[config.mk]
export PLATFORM = sky130hd
export DESIGN_NAME = div_ctrl
export DESIGN_NICKNAME = d
export VERILOG_FILES = /design/src/rtl/div_ctrl.sv
export SDC_FILE = /design/constraint.sdc
export NUM_CORES = 1
export LEC_CHECK = 0
export ABC_AREA = 1
export BUFFER_PORTS_ARGS = -buffer_cell sky130_fd_sc_hd__buf_2
export CORE_MARGIN = 10
export CORE_UTILIZATION = 45
export DETAILED_ROUTE_END_ITERATION = 10
export SETUP_SLACK_MARGIN = 0.2
export SYNTH_ARGS = -nofsm -noshare
export SYNTH_HDL_FRONTEND = slang
export SYNTH_SLANG_ARGS = --single-unit
[constraint.sdc]
create_clock -name clk -period 5.2 [get_ports clk]
set_input_delay 0.52 -clock clk [delete_from_list [all_inputs] [get_ports clk]]
set_output_delay 0.52 -clock clk [all_outputs]
set_load 0.03 [all_outputs]
[src/rtl/div_ctrl.sv]
// Iterative restoring divider for DIV/DIVU in EX: stalls the pipe while iterating,
// then presents quotient (LO) / remainder (HI) with a one-cycle HI/LO write strobe.
module div_ctrl #(
  parameter int unsigned WIDTH = 32
) (
  input  logic             clk,
  input  logic             rst,
  input  logic             start,
  input  logic             signed_div,
  input  logic             annul,
  input  logic [WIDTH-1:0] opa,
  input  logic [WIDTH-1:0] opb,
  output logic             stall,
  output logic             ready,
  output logic             hilo_we,
  output logic             div_by_zero,
  output logic [WIDTH-1:0] result_hi,
  output logic [WIDTH-1:0] result_lo
);

  localparam int unsigned CW = (WIDTH > 1) ? $clog2(WIDTH) : 1;

  typedef enum logic [1:0] {
    S_IDLE = 2'd0,
    S_BUSY = 2'd1,
    S_DONE = 2'd2
  } state_t;

  state_t           r_state;
  state_t           w_next;
  logic [CW-1:0]    r_cnt;
  logic [WIDTH-1:0] r_rem;
  logic [WIDTH-1:0] r_quo;
  logic [WIDTH-1:0] r_dvs;
  logic             r_neg_q;
  logic             r_neg_r;
  logic             r_dbz;
  logic [WIDTH-1:0] r_result_hi;
  logic [WIDTH-1:0] r_result_lo;

  logic             w_accept;
  logic             w_last;
  logic             w_a_neg;
  logic             w_b_neg;
  logic [WIDTH-1:0] w_a_mag;
  logic [WIDTH-1:0] w_b_mag;
  logic [WIDTH:0]   w_trial;
  logic             w_fits;
  logic [WIDTH-1:0] w_rem_nx;
  logic [WIDTH-1:0] w_quo_nx;

  assign w_accept = (r_state == S_IDLE) && start && !annul;
  assign w_last   = (r_cnt == CW'(WIDTH - 1));

  // Operand magnitudes; |MIN| is representable as an unsigned WIDTH-bit value
  assign w_a_neg = signed_div & opa[WIDTH-1];
  assign w_b_neg = signed_div & opb[WIDTH-1];
  assign w_a_mag = w_a_neg ? (~opa + WIDTH'(1)) : opa;
  assign w_b_mag = w_b_neg ? (~opb + WIDTH'(1)) : opb;

  // One restoring step: the WIDTH+1 bit difference's MSB is the borrow
  assign w_trial  = {r_rem, r_quo[WIDTH-1]} - {1'b0, r_dvs};
  assign w_fits   = ~w_trial[WIDTH];
  assign w_rem_nx = w_fits ? w_trial[WIDTH-1:0] : {r_rem[WIDTH-2:0], r_quo[WIDTH-1]};
  assign w_quo_nx = {r_quo[WIDTH-2:0], w_fits};

  always_ff @(posedge clk) begin
    if (rst) r_state <= S_IDLE;
    else     r_state <= w_next;
  end

  always_comb begin
    w_next = r_state;
    case (r_state)
      S_IDLE: if (w_accept) w_next = (opb == '0) ? S_DONE : S_BUSY;
      S_BUSY: begin
        if (annul)       w_next = S_IDLE;
        else if (w_last) w_next = S_DONE;
      end
      S_DONE:  w_next = S_IDLE;
      default: w_next = S_IDLE;
    endcase
  end

  always_comb begin
    stall       = w_accept || (r_state == S_BUSY);
    ready       = (r_state == S_DONE);
    hilo_we     = (r_state == S_DONE) && !annul;
    div_by_zero = (r_state == S_DONE) && r_dbz;
  end

  // Datapath; results are loaded only on the edge that enters DONE
  always_ff @(posedge clk) begin
    if (rst) begin
      r_cnt       <= '0;
      r_rem       <= '0;
      r_quo       <= '0;
      r_dvs       <= '0;
      r_neg_q     <= 1'b0;
      r_neg_r     <= 1'b0;
      r_dbz       <= 1'b0;
      r_result_hi <= '0;
      r_result_lo <= '0;
    end else if (r_state == S_IDLE) begin
      if (w_accept) begin
        r_cnt   <= '0;
        r_rem   <= '0;
        r_quo   <= w_a_mag;
        r_dvs   <= w_b_mag;
        r_neg_q <= w_a_neg ^ w_b_neg;
        r_neg_r <= w_a_neg;
        r_dbz   <= (opb == '0);
        if (opb == '0) begin
          r_result_lo <= '1;
          r_result_hi <= opa;
        end
      end
    end else if ((r_state == S_BUSY) && !annul) begin
      r_rem <= w_rem_nx;
      r_quo <= w_quo_nx;
      r_cnt <= r_cnt + CW'(1);
      if (w_last) begin
        r_result_lo <= r_neg_q ? (~w_quo_nx + WIDTH'(1)) : w_quo_nx;
        r_result_hi <= r_neg_r ? (~w_rem_nx + WIDTH'(1)) : w_rem_nx;
      end
    end
  end

  assign result_hi = r_result_hi;
  assign result_lo = r_result_lo;

endmodule

### Yosys cells after proc, flatten, opt, wreduce, memory -nomap -nowiden

Cells that the tools add are included.

* bits in registers: 170
* output and inout port bits: 68

* add/sub/neg operators: 6
* eq/ne operators: 6
* mux-type cells: 29
* bitwise gates (word level): 8
* reductions and logical operators: 15

Operators by type and width (count)
* 32-bit two-way mux: 21
* 32-bit by 1-bit adder with 32-bit output (second input constant): 4
* 32-bit inverter: 4
* 33-bit by 32-bit subtractor with 33-bit output: 1
* 32-bit logical NOT: 1
* 5-bit two-way mux: 3
* 2-bit two-way mux: 4
* 2-bit AND reduction: 3
* 5-bit by 1-bit adder with 5-bit output (second input constant): 1
* 5-bit == test (second input constant): 1
* 1-bit logical AND: 5
* 2-bit one-hot mux with 2 select lines: 1
* 4-bit AND reduction: 1
* 2-bit nonzero test: 2
* 3-bit inequality test (second input constant): 1
* 1-bit bitwise AND: 2
* 2-bit by 1-bit == test with 1-bit output (second input constant): 1
* 2-bit == test (second input constant): 1
* 2-bit logical NOT: 1
* 2-bit by 1-bit inequality test with 1-bit output (second input constant): 1
* 2-bit inequality test (second input constant): 1
* 1-bit logical NOT: 1
* 1-bit logical OR: 1
* 1-bit inverter: 1
* 1-bit bitwise XOR: 1

### Logic depth before layout (Yosys ltp)

Gate-level depths: netlist of run 1.

* word-level depth: 8
* depth in mapped cells: 32
* gate-level depth less buffers: 30

### Least setup slack after synthesis of run 1

Ideal clock, no wire load.

* path type: flip-flop to flip-flop
* start point: reg r_quo[31]
* end point: reg r_result_lo[30], in the netlist result_lo[30]
* library setup time: 0.070 ns
* arrival time: 3.964 ns
* required time: 5.130 ns
* path slack: 1.166 ns
* stages on the path, launching flop included: 32
* buffers on the path: 2
* period minus slack after synthesis: 4.034 ns
* cells stage by stage: dfxtp_1 -> inv_1 -> ha_1 -> inv_1 -> fa_1 -> nand2_1 -> nand2_1 -> nand3_1 -> nand2_2 -> nand2_1 -> nand2_2 -> nand2_4 -> nand3_4 -> nand2_4 -> buf_12 -> buf_8 -> ha_1 -> inv_1 -> nor3_1 -> nand2_1 -> nor3_2 -> nand2_1 -> nor2_1 -> inv_2 -> nor4_2 -> nand3_1 -> nand2_1 -> o21ai_1 -> nor2_1 -> o21ai_0 -> or2_0 -> a21oi_1

* cells in the longest elaborated chain, start to end: 8

Ends and longest elaborated chain
* start: declaration: RTL line 33 `logic [WIDTH-1:0] r_quo;`
* start signal: assignment: RTL line 108 `r_quo <= w_a_mag;`
* start signal: assignment: RTL line 120 `r_quo <= w_quo_nx;`
* 33-bit by 32-bit subtractor with 33-bit output: RTL line 62 `assign w_trial = {r_rem, r_quo[WIDTH-1]} - {1'b0, r_dvs};`
* 1-bit inverter: RTL line 63 `assign w_fits = ~w_trial[WIDTH];`
* 32-bit inverter: RTL line 123 `r_result_lo <= r_neg_q ? (~w_quo_nx + WIDTH'(1)) : w_quo_nx;`
* 32-bit by 1-bit adder with 32-bit output: RTL line 123
* 32-bit two-way mux: RTL line 123
* 32-bit two-way mux: RTL line 122 `if (w_last) begin`
* 32-bit two-way mux: RTL line 118 `end else if ((r_state == S_BUSY) && !annul) begin`
* 32-bit two-way mux: RTL line 104 `end else if (r_state == S_IDLE) begin`
* end signal: assignment: RTL line 123
* end: declaration: RTL line 39 `logic [WIDTH-1:0] r_result_lo;`

Every way passes these cells. The select of a mux whose other input is x is not followed.
A chain may end at the register's enable or synchronous reset.

### Worst setup path after layout of run 1

Ends and elaborated chain as after synthesis.

==> Implementation_results.wiki, run 1 <==
{| class="wikitable"
! Metric !! Value
|-
| Outcome || finished, final reports clean
|-
| CTS H-Tree Depth || 4
|-
| Postcts setup bufs || 0
|-
| Data required time at the worst endpoint || 5.59 ns
|-
| Post-synthesis to final-layout area growth || 11.3%
|-
| Final setup vio count || 0
|-
| Non-Filler Cell Area, Final || 14700 µm²
|-
| # Max-Cap Violations || 0
|-
| Worst hold-check path type || in -> reg
|-
| Worst hold slack after final layout || 0.374 ns
|-
| Share of the yosys chip area belonging to registers || 0.259
|-
| Worst setup timing slack at the placement stage || approximately 0.87 ns
|-
| Wire length of the first global-routing pass || 76400 µm
|-
| Sequential fraction of design power || 0.377
|-
| Crit path capture type || flip-flop
|-
| Startpoint class of the critical path || flip-flop
|-
| Maximum number of pins on one net before global-route repair || 87
|-
| Startpoint of the most critical setup path || r_quo[31]$_SDFFE_PP0P_
|-
| Post-CTS Hold Buffers || 0
|-
| Overall die area || between 30000 and 40000 µm²
|-
| Share of power burned in the clock network || 0.364
|-
| Maximum count of clock buffers along a single path || 2
|-
| Total number of vias || roughly 14000
|-
| Internal Pwr Total || about 2.3 mW
|-
| Placed wire-length estimate after detailed placement || 38400 µm
|-
| Number of clock sinks || 170
|-
| CORE AREA || between 20000 and 30000 µm²
|-
| Clock slew at the register clock pins of the worst setup and hold paths || 0.07 ns
|-
| Initial DRC count || 1415
|-
| Switching power || 1.34 mW
|-
| Worst r2r src || r_quo[31]$_SDFFE_PP0P_
|-
| Cell seen most often among critical-path stages || nand2_1
|-
| Synth Area per Inst || 6.08 µm²
|-
| Placer congestion estimate || 0.941
|-
| Complex-gate fraction of the synthesized area || 0.191
|-
| Final setup margin || 0.770 ns
|-
| PortBufs || around 140
|-
| Final period util || 0.852
|-
| Min Clock Period, post-route || 4.43 ns
|-
| Final worst clock skew || around 0.012 ns
|-
| Cell at the root of the clock tree || clkbuf_16
|-
| Sw Ratio || 0.364
|-
| Final layout net count || 2355
|-
| Fraction of synthesized cell area in xor and xnor cells || 0.0353
|-
| Wire length reported by the detailed router || approximately 50000 µm
|-
| GRT Residual Overflow || 0
|-
| Top-Level Pins || 137
|-
| Post-cts gate resize count || 0
|-
| Slew at the pin closest to its max-slew limit || 1.11 ns
|-
| Number of remaining DRC errors || 0
|-
| Max-slew violation total from the final report || 0
|-
| Yosys warning count || 0
|-
| Start-to-end type of the worst setup path || reg -> reg
|-
| Share of synthesized cell area in full adder, half adder and majority cells || 0.0376
|-
| Placement Cell Area || 14100 µm²
|-
| Area share of and/or/nand/nor cells after synthesis || 0.354
|-
| Cell count of the worst hold path || 3
|-
| RSZ-0062 raised after global routing || false
|-
| Final total negative setup slack || 0 ns
|-
| Number of antenna violations at the first check in global routing || 1
|-
| Die boundary width || around 190 µm
|-
| Dominant combinational cell family by area after synthesis || simple AND/OR/NAND/NOR gates
|-
| Final standard cell utilization of the core || 0.509
|-
| Clock latency at the later pin of the worst-skew pair || around 0.45 ns
|-
| Rows || 62
|-
| Number of diodes || 0
|-
| TritonRoute pass-1 iters || 8
|-
| Via count of the first global-routing pass || 13200
|-
| Num CTS Buffers || 17
|-
| Drt via density || 5.44
|-
| FF+latch count, synth || 170
|-
| Remaining max-slew budget at the tightest pin || 0.262
|-
| Cell area after synthesis || 13200 µm²
|-
| Fraction of layout instances using a drive strength above 1 || 0.128
|-
| Number of different library cells in the post-synthesis netlist || 61
|-
| Post-DRT Antenna Nets || 0
|-
| Die H || between 150 and 200 µm
|-
| Path depth of the worst reg2reg path || 29
|-
| Multiplexer area fraction after synthesis || 0
|-
| Synthesized instance count || ~2200
|-
| Delay contributed by the slowest stage of the critical path || 0.41 ns
|-
| Max Clk Rate || ~0.23 GHz
|-
| Highest ir drop seen on vdd || 0.218 mV
|-
| Hold wc startpoint || opa[20]
|-
| Critical-path maximum fanout || 8
|-
| Number of nets in the synthesized netlist || 2272
|-
| Static leakage || ~7.4 nW
|-
| Critical-path top delay cell || fa_1
|-
| Count of final hold-check violations || 0
|-
| Total power per unit cell area || 251 nW/µm²
|-
| Relative contribution of combinational cells to total power || 0.259
|-
| Combined global-route utilization of all metal layers || 0.267
|-
| WP data arrival || 4.82 ns
|-
| Initial cell density of the core || 0.457
|-
| Avg WL per Cell || 18.8 µm
|-
| Clock tree from TritonCTS || built
|}
-- final timing paths --
check,end,slack (ns)
hold / removal,r_quo[20]$_SDFFE_PP0P_,0.37
setup reg to reg,result_lo[30]$_SDFFE_PP0P_,0.77
hold reg to reg,result_hi[9]$_SDFFE_PP0P_,0.46
setup / recovery,result_lo[30]$_SDFFE_PP0P_,0.77
-- layout make-up --
cell class	count	area (µm²)
Clock buffer	20	467
Clock inverter	12	130
Fill cell	3056	14100
Inverter	316	1190
Multi-Input combinational cell	1588	8170
Sequential cell	170	3400
Tap cell	384	480
Timing Repair Buffer	154	816
-- critical path: cells and delay by family (launching register included) --
kind / cells / cell delay [ns]
compound gates: 3 / 0.37
fa+ha+maj: 3 / 0.74
buf+inv: 4 / 0.30
flops: 1 / 0.30
simple gates: 19 / 2.67
-- metal layers --
layer,track usage,up-vias,part of all wire
li1,-,7195,-
met1,0.381,6645,0.47
met2,0.392,496,0.43
met3,0.0685,45,0.089
met4,0.0606,2,0.017
met5,0,-,0.00026
-- cells in the final DEF, fill, tap and decap left out, types with 4 or more instances in the layout --
master	synthesis	final
dfxtp_1	170	170
nor4_1	8	8
o21a_1	4	4
nor2_4	2	4
xor2_1	34	34
nor3_1	37	37
nand3_1	145	145
o221ai_1	14	14
o22ai_1	4	4
o21ai_0	114	114
buf_4	1	18
nand2_4	6	6
nand3b_1	6	6
nand3_2	4	4
inv_1	310	309
a31oi_1	22	22
o211ai_1	25	25
a21oi_2	10	10
o31ai_1	6	6
o21ai_1	13	13
xnor2_1	19	19
a211oi_1	6	6
nand2_2	38	38
or2_2	5	5
o21bai_1	6	6
nor2_2	9	10
o221a_2	4	4
buf_2	5	136
clkbuf_16	0	17
nand4_1	22	22
a21oi_1	180	179
inv_2	3	5
nor2_1	197	194
ha_1	38	38
o21ai_2	6	6
nand2_1	573	573
-- cell usage after synthesis (all sizes together) --
master / instances / area [µm²]
clkbuf: 66 / 248
o211ai: 25 / 188
a311oi: 1 / 8.76
nand4: 23 / 159
or4: 1 / 7.51
o22ai: 4 / 25.0
o221ai: 14 / 123
fa: 1 / 20.0
nor3: 39 / 211
and2: 2 / 12.5
o21a: 4 / 30.0
o311ai: 3 / 26.3
ha: 38 / 475
clkinv: 3 / 11.3
xnor2: 19 / 166
nand2: 618 / 2480
o221a: 4 / 45.0
a31oi: 22 / 138
a21oi: 192 / 1020
o21bai: 6 / 45.0
nand3b: 6 / 45.0
a221oi: 3 / 26.3
a2111oi: 1 / 8.76
dfxtp: 170 / 3400
a211oi: 6 / 45.0
o31ai: 6 / 45.0
nor2: 208 / 818
or2: 7 / 43.8
inv: 313 / 1170
xor2: 34 / 298
a41oi: 3 / 26.3
a21o: 2 / 15.0
nand3: 152 / 818
buf: 24 / 184
nor4: 9 / 62.6
o21ai: 134 / 704
nor3b: 1 / 7.51
-- flip-flops by register name, summed over array words and instances (netlist names) --
signal     flops
r_dvs         32
r_quo         32
r_rem         32
result_hi     32
result_lo     32
r_cnt          5
r_state        2
r_dbz          1
r_neg_q        1
r_neg_r        1
-- cells by family after synthesis --
| family | after synthesis |
|---|---|
| simple gates | 1066 |
| compound gates | 430 |
| buf+inv | 406 |
| flops | 170 |
| xor+xnor | 53 |
| fa+ha+maj | 39 |
-- metrics by stage --
step	power [mW]	instances
after floorplan	2.06	2164
after global placement	2.34	2612
after detailed placement	2.34	2612
after CTS	3.67	2644
after global routing	3.84	2644
final	3.68	2644
-- power by group through the flow --
| stage | logic (mW) | registers, mW | clock network, mW |
|---|---|---|---|
| finish | 0.952 | 1.39 | 1.34 |
| global route | 1.05 | 1.39 | 1.40 |
| CTS | 0.934 | 1.39 | 1.35 |
| detailed placement | 0.930 | 1.41 | 0 |
| global placement | 0.929 | 1.41 | 0 |
| floorplan | 0.659 | 1.40 | 0 |
(Power assumes the default switching activity.)
==> inputs of run 2 (changes only) <==
- PLACE_DENSITY: not set -> 0.62
==> run 2 against run 1 <==
- clock power down 4%
- design area down 0.15%
- sequential share of layout area hardly changed
- setup slack got worse by 0.0012 ns
- worst hold slack got worse by 0.050 ns
- sequential power barely moved
- first-iteration DRC count is 2.5% lower
- maximum frequency barely moved
- critical path depth unchanged
- cell count did not move
- sequential cell count unchanged
- global-route usage increased by 0.18 points
- critical path type unchanged
- largest cell class unchanged
==> Implementation_results.wiki, run 2 (same netlist as run 1, synthesis figures left out) <==
{| class="wikitable"
! Metric !! Value
|-
| Clock latency at the later pin of the worst-skew pair || 0.45 ns (about the same)
|-
| PortBufs || 136 (unchanged)
|-
| Number of clock sinks || 170 (unchanged)
|-
| WP data arrival || 4.82 ns (about the same)
|-
| Internal Pwr Total || 2.27 mW (was 2.34 mW)
|-
| Die boundary width || 191 µm (unchanged)
|-
| CTS H-Tree Depth || 4 (unchanged)
|-
| Maximum count of clock buffers along a single path || 2 (unchanged)
|-
| Post-synthesis to final-layout area growth || 11.2% (was 11.3%)
|-
| RSZ-0062 raised after global routing || false (unchanged)
|-
| Wire length reported by the detailed router || 50200 µm (was 49700 µm)
|-
| Worst hold slack after final layout || 0.324 ns (was 0.374 ns)
|-
| Met3 demand-to-capacity share in global routing || 0.0598 (was 0.0685)
|-
| CORE AREA || 28800 µm² (unchanged)
|-
| Post-CTS Hold Buffers || 0 (unchanged)
|-
| TritonRoute pass-1 iters || 6 (was 8)
|-
| Worst hold-check path type || in -> reg (unchanged)
|-
| Final setup vio count || 0 (unchanged)
|-
| Count of final hold-check violations || 0 (unchanged)
|-
| Min Clock Period, post-route || 4.43 ns (about the same)
|-
| Initial DRC count || 1380 (was 1415)
|-
| Number of antenna violations at the first check in global routing || 0 (was 1)
|-
| Placement Cell Area || 14100 µm² (about the same)
|-
| Via count of the first global-routing pass || 13100 (was 13200)
|-
| Max Clk Rate || 0.226 GHz (about the same)
|-
| Sequential fraction of design power || 0.382 (was 0.377)
|-
| Switching power || 1.36 mW (was 1.34 mW)
|-
| Final worst clock skew || 0.0132 ns (was 0.0123 ns)
|-
| Num CTS Buffers || 17 (unchanged)
|-
| Crit path capture type || flip-flop (unchanged)
|-
| Start-to-end type of the worst setup path || reg -> reg (unchanged)
|-
| Overall die area || 36500 µm² (unchanged)
|-
| Wire length of the first global-routing pass || 76400 µm (about the same)
|-
| Outcome || finished, final reports clean (unchanged)
|-
| Number of diodes || 0 (unchanged)
|-
| Cell seen most often among critical-path stages || nand2_1 (unchanged)
|-
| Postcts setup bufs || 0 (unchanged)
|-
| Max-slew violation total from the final report || 0 (unchanged)
|-
| Rows || 62 (unchanged)
|-
| Relative contribution of combinational cells to total power || 0.265 (was 0.259)
|-
| Critical-path maximum fanout || 8 (unchanged)
|-
| Die H || 191 µm (unchanged)
|-
| Cell at the root of the clock tree || clkbuf_16 (unchanged)
|-
| Placer congestion estimate || 0.973 (was 0.941)
|-
| Global routing met2 resource utilization || 0.394 (was 0.392)
|-
| Fraction of layout instances using a drive strength above 1 || 0.129 (was 0.128)
|-
| Post-DRT Antenna Nets || 0 (unchanged)
|-
| Delay contributed by the slowest stage of the critical path || 0.41 ns (about the same)
|-
| Drt via density || 5.47 (was 5.44)
|-
| Placed wire-length estimate after detailed placement || 39000 µm (was 38400 µm)
|-
| Startpoint class of the critical path || flip-flop (unchanged)
|-
| Total number of vias || 14500 (was 14400)
|-
| Remaining max-slew budget at the tightest pin || 0.302 (was 0.262)
|-
| Met1 layer usage reported by global route || 0.388 (was 0.381)
|-
| Combined global-route utilization of all metal layers || 0.269 (was 0.267)
|-
| Total power per unit cell area || 248 nW/µm² (was 251 nW/µm²)
|-
| Avg WL per Cell || 19.0 µm (was 18.8 µm)
|-
| Clock tree from TritonCTS || built (unchanged)
|-
| Maximum number of pins on one net before global-route repair || 86 (was 87)
|-
| Slew at the pin closest to its max-slew limit || 1.05 ns (was 1.11 ns)
|-
| Final period util || 0.852 (about the same)
|-
| Most common library cell in the layout ignoring fill and taps || nand2_1 (unchanged)
|-
| Final layout net count || 2355 (unchanged)
|-
| Initial cell density of the core || 0.457 (unchanged)
|-
| Data required time at the worst endpoint || 5.58 ns (was 5.59 ns)
|-
| Final total negative setup slack || 0 ns (unchanged)
|-
| Clock slew at the register clock pins of the worst setup and hold paths || 0.08 ns (was 0.07 ns)
|-
| Critical-path top delay cell || fa_1 (unchanged)
|-
| Non-Filler Cell Area, Final || 14600 µm² (was 14700 µm²)
|-
| Layer with the highest usage after global routing || met2 (unchanged)
|-
| Fill cell count || 3121 (was 3056)
|-
| Static leakage || 7.36 nW (was 7.37 nW)
|-
| Number of remaining DRC errors || 0 (unchanged)
|-
| Share of power burned in the clock network || 0.353 (was 0.364)
|-
| # Max-Cap Violations || 0 (unchanged)
|-
| Sw Ratio || 0.375 (was 0.364)
|-
| Top library cells by usage in the layout, fill and taps aside || nand2_1 (573), inv_1 (309), nor2_1 (193), a21oi_1 (179), dfxtp_1 (170) (was nand2_1 (573), inv_1 (309), nor2_1 (194), a21oi_1 (179), dfxtp_1 (170))
|-
| Top-Level Pins || 137 (unchanged)
|-
| Highest ir drop seen on vdd || 0.225 mV (was 0.218 mV)
|-
| GRT Residual Overflow || 0 (unchanged)
|}
run 2: changes by cell type in the layout (fill, tap and decap cells not counted), sizes merged:
| cell | before | now |
|---|---|---|
| clkinv | 5 | 8 |
| clkbuf | 20 | 18 |
| clkinvlp | 3 | 1 |
| inv | 319 | 321 |
| bufinv | 1 | 0 |
run 2: final timing paths:
path | start | endpoint | slack, ns | cells after the start
setup / recovery | r_quo[31]$_SDFFE_PP0P_ | result_lo[30]$_SDFFE_PP0P_ | 0.77 | 29
hold / removal | rst | r_cnt[1]$_SDFFE_PP0P_ | 0.32 | 2
setup reg to reg | r_quo[31]$_SDFFE_PP0P_ | result_lo[30]$_SDFFE_PP0P_ | 0.77 | 29
hold reg to reg | result_hi[19]$_SDFFE_PP0P_ | result_hi[19]$_SDFFE_PP0P_ | 0.46 | 2
run 2: repair_timing:
| item | in CTS | in global routing |
|---|---|---|
| gates resized for setup | 0 | 1 |
| setup endpoints to repair | 0 | 1 |
| hold endpoints to repair | 0 | 0 |
run 2: final cells by class:
| type | count | area (µm²) | area share |
|---|---|---|---|
| repair buffers | 154 | 818 | 0.0559 |
| flip-flops and latches | 170 | 3400 | 0.233 |
| well taps | 384 | 480 | 0.0328 |
| inverters | 316 | 1190 | 0.0811 |
| multi-input cells | 1588 | 8170 | 0.559 |
| clock inverters | 14 | 131 | 0.00898 |
| clock buffers | 18 | 439 | 0.0300 |
run 2: power by group through the flow:
stage / clock network, mW / registers [mW] / logic (mW)
3_3_place_gp: 0 / 1.41 / 0.937
6_report: 1.28 / 1.39 / 0.962
5_1_grt: 1.35 / 1.39 / 1.06
2_1_floorplan: 0 / 1.40 / 0.659
4_1_cts: 1.30 / 1.38 / 0.941
3_5_place_dp: 0 / 1.41 / 0.936
run 2: metrics by stage:
step	util	setup slack [ns]	std cells	power [mW]
after floorplan	-	1.17	2164	2.06
after global placement	0.488	0.870	2612	2.35
after detailed placement	0.488	0.787	2612	2.35
after CTS	0.508	0.767	2644	3.62
after global routing	0.508	0.217	2644	3.81
final	0.508	0.769	2644	3.63
run 2: routing by layer:
layer | up-vias | part of all wire
met2 | 549 | 0.42
li1 | 7188 | -
met5 | - | 0
met3 | 50 | 0.085
met4 | 0 | 0.018
met1 | 6677 | 0.47
run 2: worst max-delay path, delay by kind of cell (launching register included):
family,cells,cell delay (ns)
buf+inv,4,0.31
flops,1,0.30
compound gates,3,0.37
fa+ha+maj,3,0.73
simple gates,19,2.66
==> inputs of run 3 (changes only) <==
- CELL_PAD_IN_SITES_DETAIL_PLACEMENT: not set -> 1
- CELL_PAD_IN_SITES_GLOBAL_PLACEMENT: not set -> 2
- CORE_UTILIZATION: 45 -> 32
- PLACE_DENSITY: 0.62 -> 0.79
==> run 3 against run 2 <==
- global-route usage decreased by 4.6 points
- clock power hardly changed
- via count increased by 0.77%
- die area grew 36%
- non-clock buffer count stayed put
- clock-buffer cell count did not move
- sequential share of layout area shrank 0.24 points
- worst hold slack gained 0.024 ns
- maximum frequency increased by 0.93%
- cell count up 5.6%
==> Implementation_results.wiki, run 3 (same netlist as run 1, synthesis figures left out) <==
{| class="wikitable"
! Metric !! Value
|-
| Internal Pwr Total || 2.25 mW (was 2.27 mW)
|-
| Path depth of the worst reg2reg path || 29 (unchanged)
|-
| Initial DRC count || 982 (was 1380)
|-
| Cell seen most often among critical-path stages || nand2_1 (unchanged)
|-
| Via count of the first global-routing pass || 14400 (was 13100)
|-
| Number of remaining DRC errors || 0 (unchanged)
|-
| Relative contribution of combinational cells to total power || 0.271 (was 0.265)
|-
| Top-Level Pins || 137 (unchanged)
|-
| Number of antenna violations at the first check in global routing || 0 (unchanged)
|-
| TritonRoute pass-1 iters || 5 (was 6)
|-
| Delay contributed by the slowest stage of the critical path || 0.42 ns (was 0.41 ns)
|-
| Placed wire-length estimate after detailed placement || 44500 µm (was 39000 µm)
|-
| RSZ-0062 raised after global routing || false (unchanged)
|-
| R2R setup slack || 0.81 ns (was 0.77 ns)
|-
| Clock tree from TritonCTS || built (unchanged)
|-
| Number of clock sinks || 170 (unchanged)
|-
| Cell at the root of the clock tree || clkbuf_16 (unchanged)
|-
| Slew at the pin closest to its max-slew limit || 1.02 ns (was 1.05 ns)
|-
| Worst r2r src || r_quo[31]$_SDFFE_PP0P_ (unchanged)
|-
| Endpoint with the worst hold slack || r_dvs[31]$_SDFFE_PP0P_ (was r_cnt[1]$_SDFFE_PP0P_)
|-
| Placer congestion estimate || 0.888 (was 0.973)
|-
| Hold wc startpoint || opb[31] (was rst)
|-
| Maximum count of clock buffers along a single path || 2 (unchanged)
|-
| Post-CTS Hold Buffers || 0 (unchanged)
|-
| Rows || 74 (was 62)
|-
| Avg WL per Cell || 20.3 µm (was 19.0 µm)
|-
| Highest ir drop seen on vdd || 0.218 mV (was 0.225 mV)
|-
| Critical-path top delay cell || fa_1 (unchanged)
|-
| Final layout net count || 2355 (unchanged)
|-
| Final setup vio count || 0 (unchanged)
|-
| Outcome || finished, final reports clean (unchanged)
|-
| Wire length of the first global-routing pass || 87300 µm (was 76400 µm)
|-
| Startpoint class of the critical path || flip-flop (unchanged)
|-
| Drt via density || 5.22 (was 5.47)
|-
| Total number of vias || 14600 (was 14500)
|-
| Postcts setup bufs || 0 (unchanged)
|-
| Post-cts gate resize count || 0 (unchanged)
|-
| Clock latency at the later pin of the worst-skew pair || 0.47 ns (was 0.45 ns)
|-
| Min Clock Period, post-route || 4.39 ns (was 4.43 ns)
|-
| Clock slew at the register clock pins of the worst setup and hold paths || 0.07 ns (was 0.08 ns)
|-
| Reg-to-reg endpoint || result_lo[30]$_SDFFE_PP0P_ (unchanged)
|-
| Total power per unit cell area || 245 nW/µm² (was 248 nW/µm²)
|-
| Die boundary width || 223 µm (was 191 µm)
|-
| Final period util || 0.844 (was 0.852)
|-
| Final worst clock skew || 0.0186 ns (was 0.0132 ns)
|-
| Data required time at the worst endpoint || 5.59 ns (was 5.58 ns)
|-
| Top library cells by usage in the layout, fill and taps aside || nand2_1 (573), inv_1 (309), nor2_1 (193), a21oi_1 (179), dfxtp_1 (170) (unchanged)
|-
| Combined global-route utilization of all metal layers || 0.223 (was 0.269)
|-
| Static leakage || 7.35 nW (was 7.36 nW)
|-
| GRT Residual Overflow || 0 (unchanged)
|-
| Switching power || 1.38 mW (was 1.36 mW)
|-
| Most common library cell in the layout ignoring fill and taps || nand2_1 (unchanged)
|-
| Remaining max-slew budget at the tightest pin || 0.315 (was 0.302)
|-
| Overall die area || 49600 µm² (was 36500 µm²)
|-
| Die H || 223 µm (was 191 µm)
|-
| Crit path capture type || flip-flop (unchanged)
|-
| Number of diodes || 0 (unchanged)
|-
| Max Clk Rate || 0.228 GHz (was 0.226 GHz)
|-
| CORE AREA || 40700 µm² (was 28800 µm²)
|-
| Sw Ratio || 0.380 (was 0.375)
|-
| Fill cell count || 5483 (was 3121)
|-
| Maximum number of pins on one net before global-route repair || 63 (was 86)
|-
| PortBufs || 136 (unchanged)
|-
| Final total negative setup slack || 0 ns (unchanged)
|-
| Worst hold-check path type || in -> reg (unchanged)
|-
| CTS H-Tree Depth || 4 (unchanged)
|-
| Cell count of the worst hold path || 3 (was 2)
|-
| WP data arrival || 4.78 ns (was 4.82 ns)
|-
| Max-slew violation total from the final report || 0 (unchanged)
|-
| Sequential fraction of design power || 0.384 (was 0.382)
|-
| Count of final hold-check violations || 0 (unchanged)
|-
| Post-synthesis to final-layout area growth || 12.3% (was 11.2%)
|-
| Overall power of the completed layout || 3.63 mW (about the same)
|-
| Start-to-end type of the worst setup path || reg -> reg (unchanged)
|-
| Num CTS Buffers || 17 (unchanged)
|-
| Initial cell density of the core || 0.323 (was 0.457)
|-
| # Max-Cap Violations || 0 (unchanged)
|-
| Critical-path maximum fanout || 8 (unchanged)
|-
| Share of power burned in the clock network || 0.345 (was 0.353)
|-
| Wire length reported by the detailed router || 56600 µm (was 50200 µm)
|-
| Fraction of layout instances using a drive strength above 1 || 0.128 (was 0.129)
|-
| Post-DRT Antenna Nets || 0 (unchanged)
|}
-- run 3: cell count changes in the layout (fill, tap and decap cells not counted), sizes merged --
| cell | before | now |
|---|---|---|
| clkinv | 8 | 12 |
| clkinvlp | 1 | 2 |
| inv | 321 | 315 |
-- run 3: cell type report --
cell class                      count  area [µm²]  area share
Multi-Input combinational cell   1588        8170       0.553
Sequential cell                   170        3400       0.230
Inverter                          316        1190      0.0803
Timing Repair Buffer              154         818      0.0553
Tap cell                          532         666      0.0450
Clock buffer                       18         439      0.0297
Clock inverter                     13        98.8     0.00669
-- run 3: worst max-delay path, delay by kind of cell, from the launching register on --
family	cells	cell delay [ns]
flip-flops	1	0.30
AND/OR/NAND/NOR	19	2.58
AO/OA/AOI/OAI	3	0.38
adder cells (fa/ha/maj)	3	0.76
buffers and inverters	4	0.29
-- run 3: routing by layer --
| metal | wire length [µm] | track usage |
|---|---|---|
| met1 | 28200 | 0.318 |
| met2 | 24900 | 0.346 |
| met3 | 2680 | 0.0311 |
| met4 | 682 | 0.0519 |
| met5 | 0 | 0 |
-- run 3: worst max-delay path by stage --
stage,start,endpoint,slack [ns],cells after the start
2_1_floorplan,r_quo[31]$_SDFFE_PP0P_,result_lo[30]$_SDFFE_PP0P_,1.17,31
3_3_place_gp,r_quo[31]$_SDFFE_PP0P_,result_lo[30]$_SDFFE_PP0P_,0.91,29
3_5_place_dp,r_quo[31]$_SDFFE_PP0P_,result_lo[30]$_SDFFE_PP0P_,0.82,29
4_1_cts,r_quo[31]$_SDFFE_PP0P_,result_lo[30]$_SDFFE_PP0P_,0.75,29
5_1_grt,r_quo[31]$_SDFFE_PP0P_,result_lo[30]$_SDFFE_PP0P_,0.22,29
6_report,r_quo[31]$_SDFFE_PP0P_,result_lo[30]$_SDFFE_PP0P_,0.81,29
-- run 3: power by group through the flow --
stage	combinational (mW)	sequential, mW	clock (mW)
finish	0.981	1.39	1.25
global placement	0.955	1.42	0
CTS	0.973	1.39	1.28
detailed placement	0.967	1.42	0
global route	1.09	1.40	1.32
floorplan	0.659	1.40	0
-- run 3: metrics by stage --
step	std cells	hold slack [ns]	util	worst slack, ns	instance area, µm²
6_report	2791	0.348	0.363	0.809	14800
5_1_grt	2791	0.363	0.363	0.222	14800
4_1_cts	2791	0.332	0.363	0.754	14800
3_5_place_dp	2760	0.456	0.350	0.817	14200
3_3_place_gp	2760	0.454	0.350	0.907	14200
2_1_floorplan	2164	0.441	-	1.17	13200
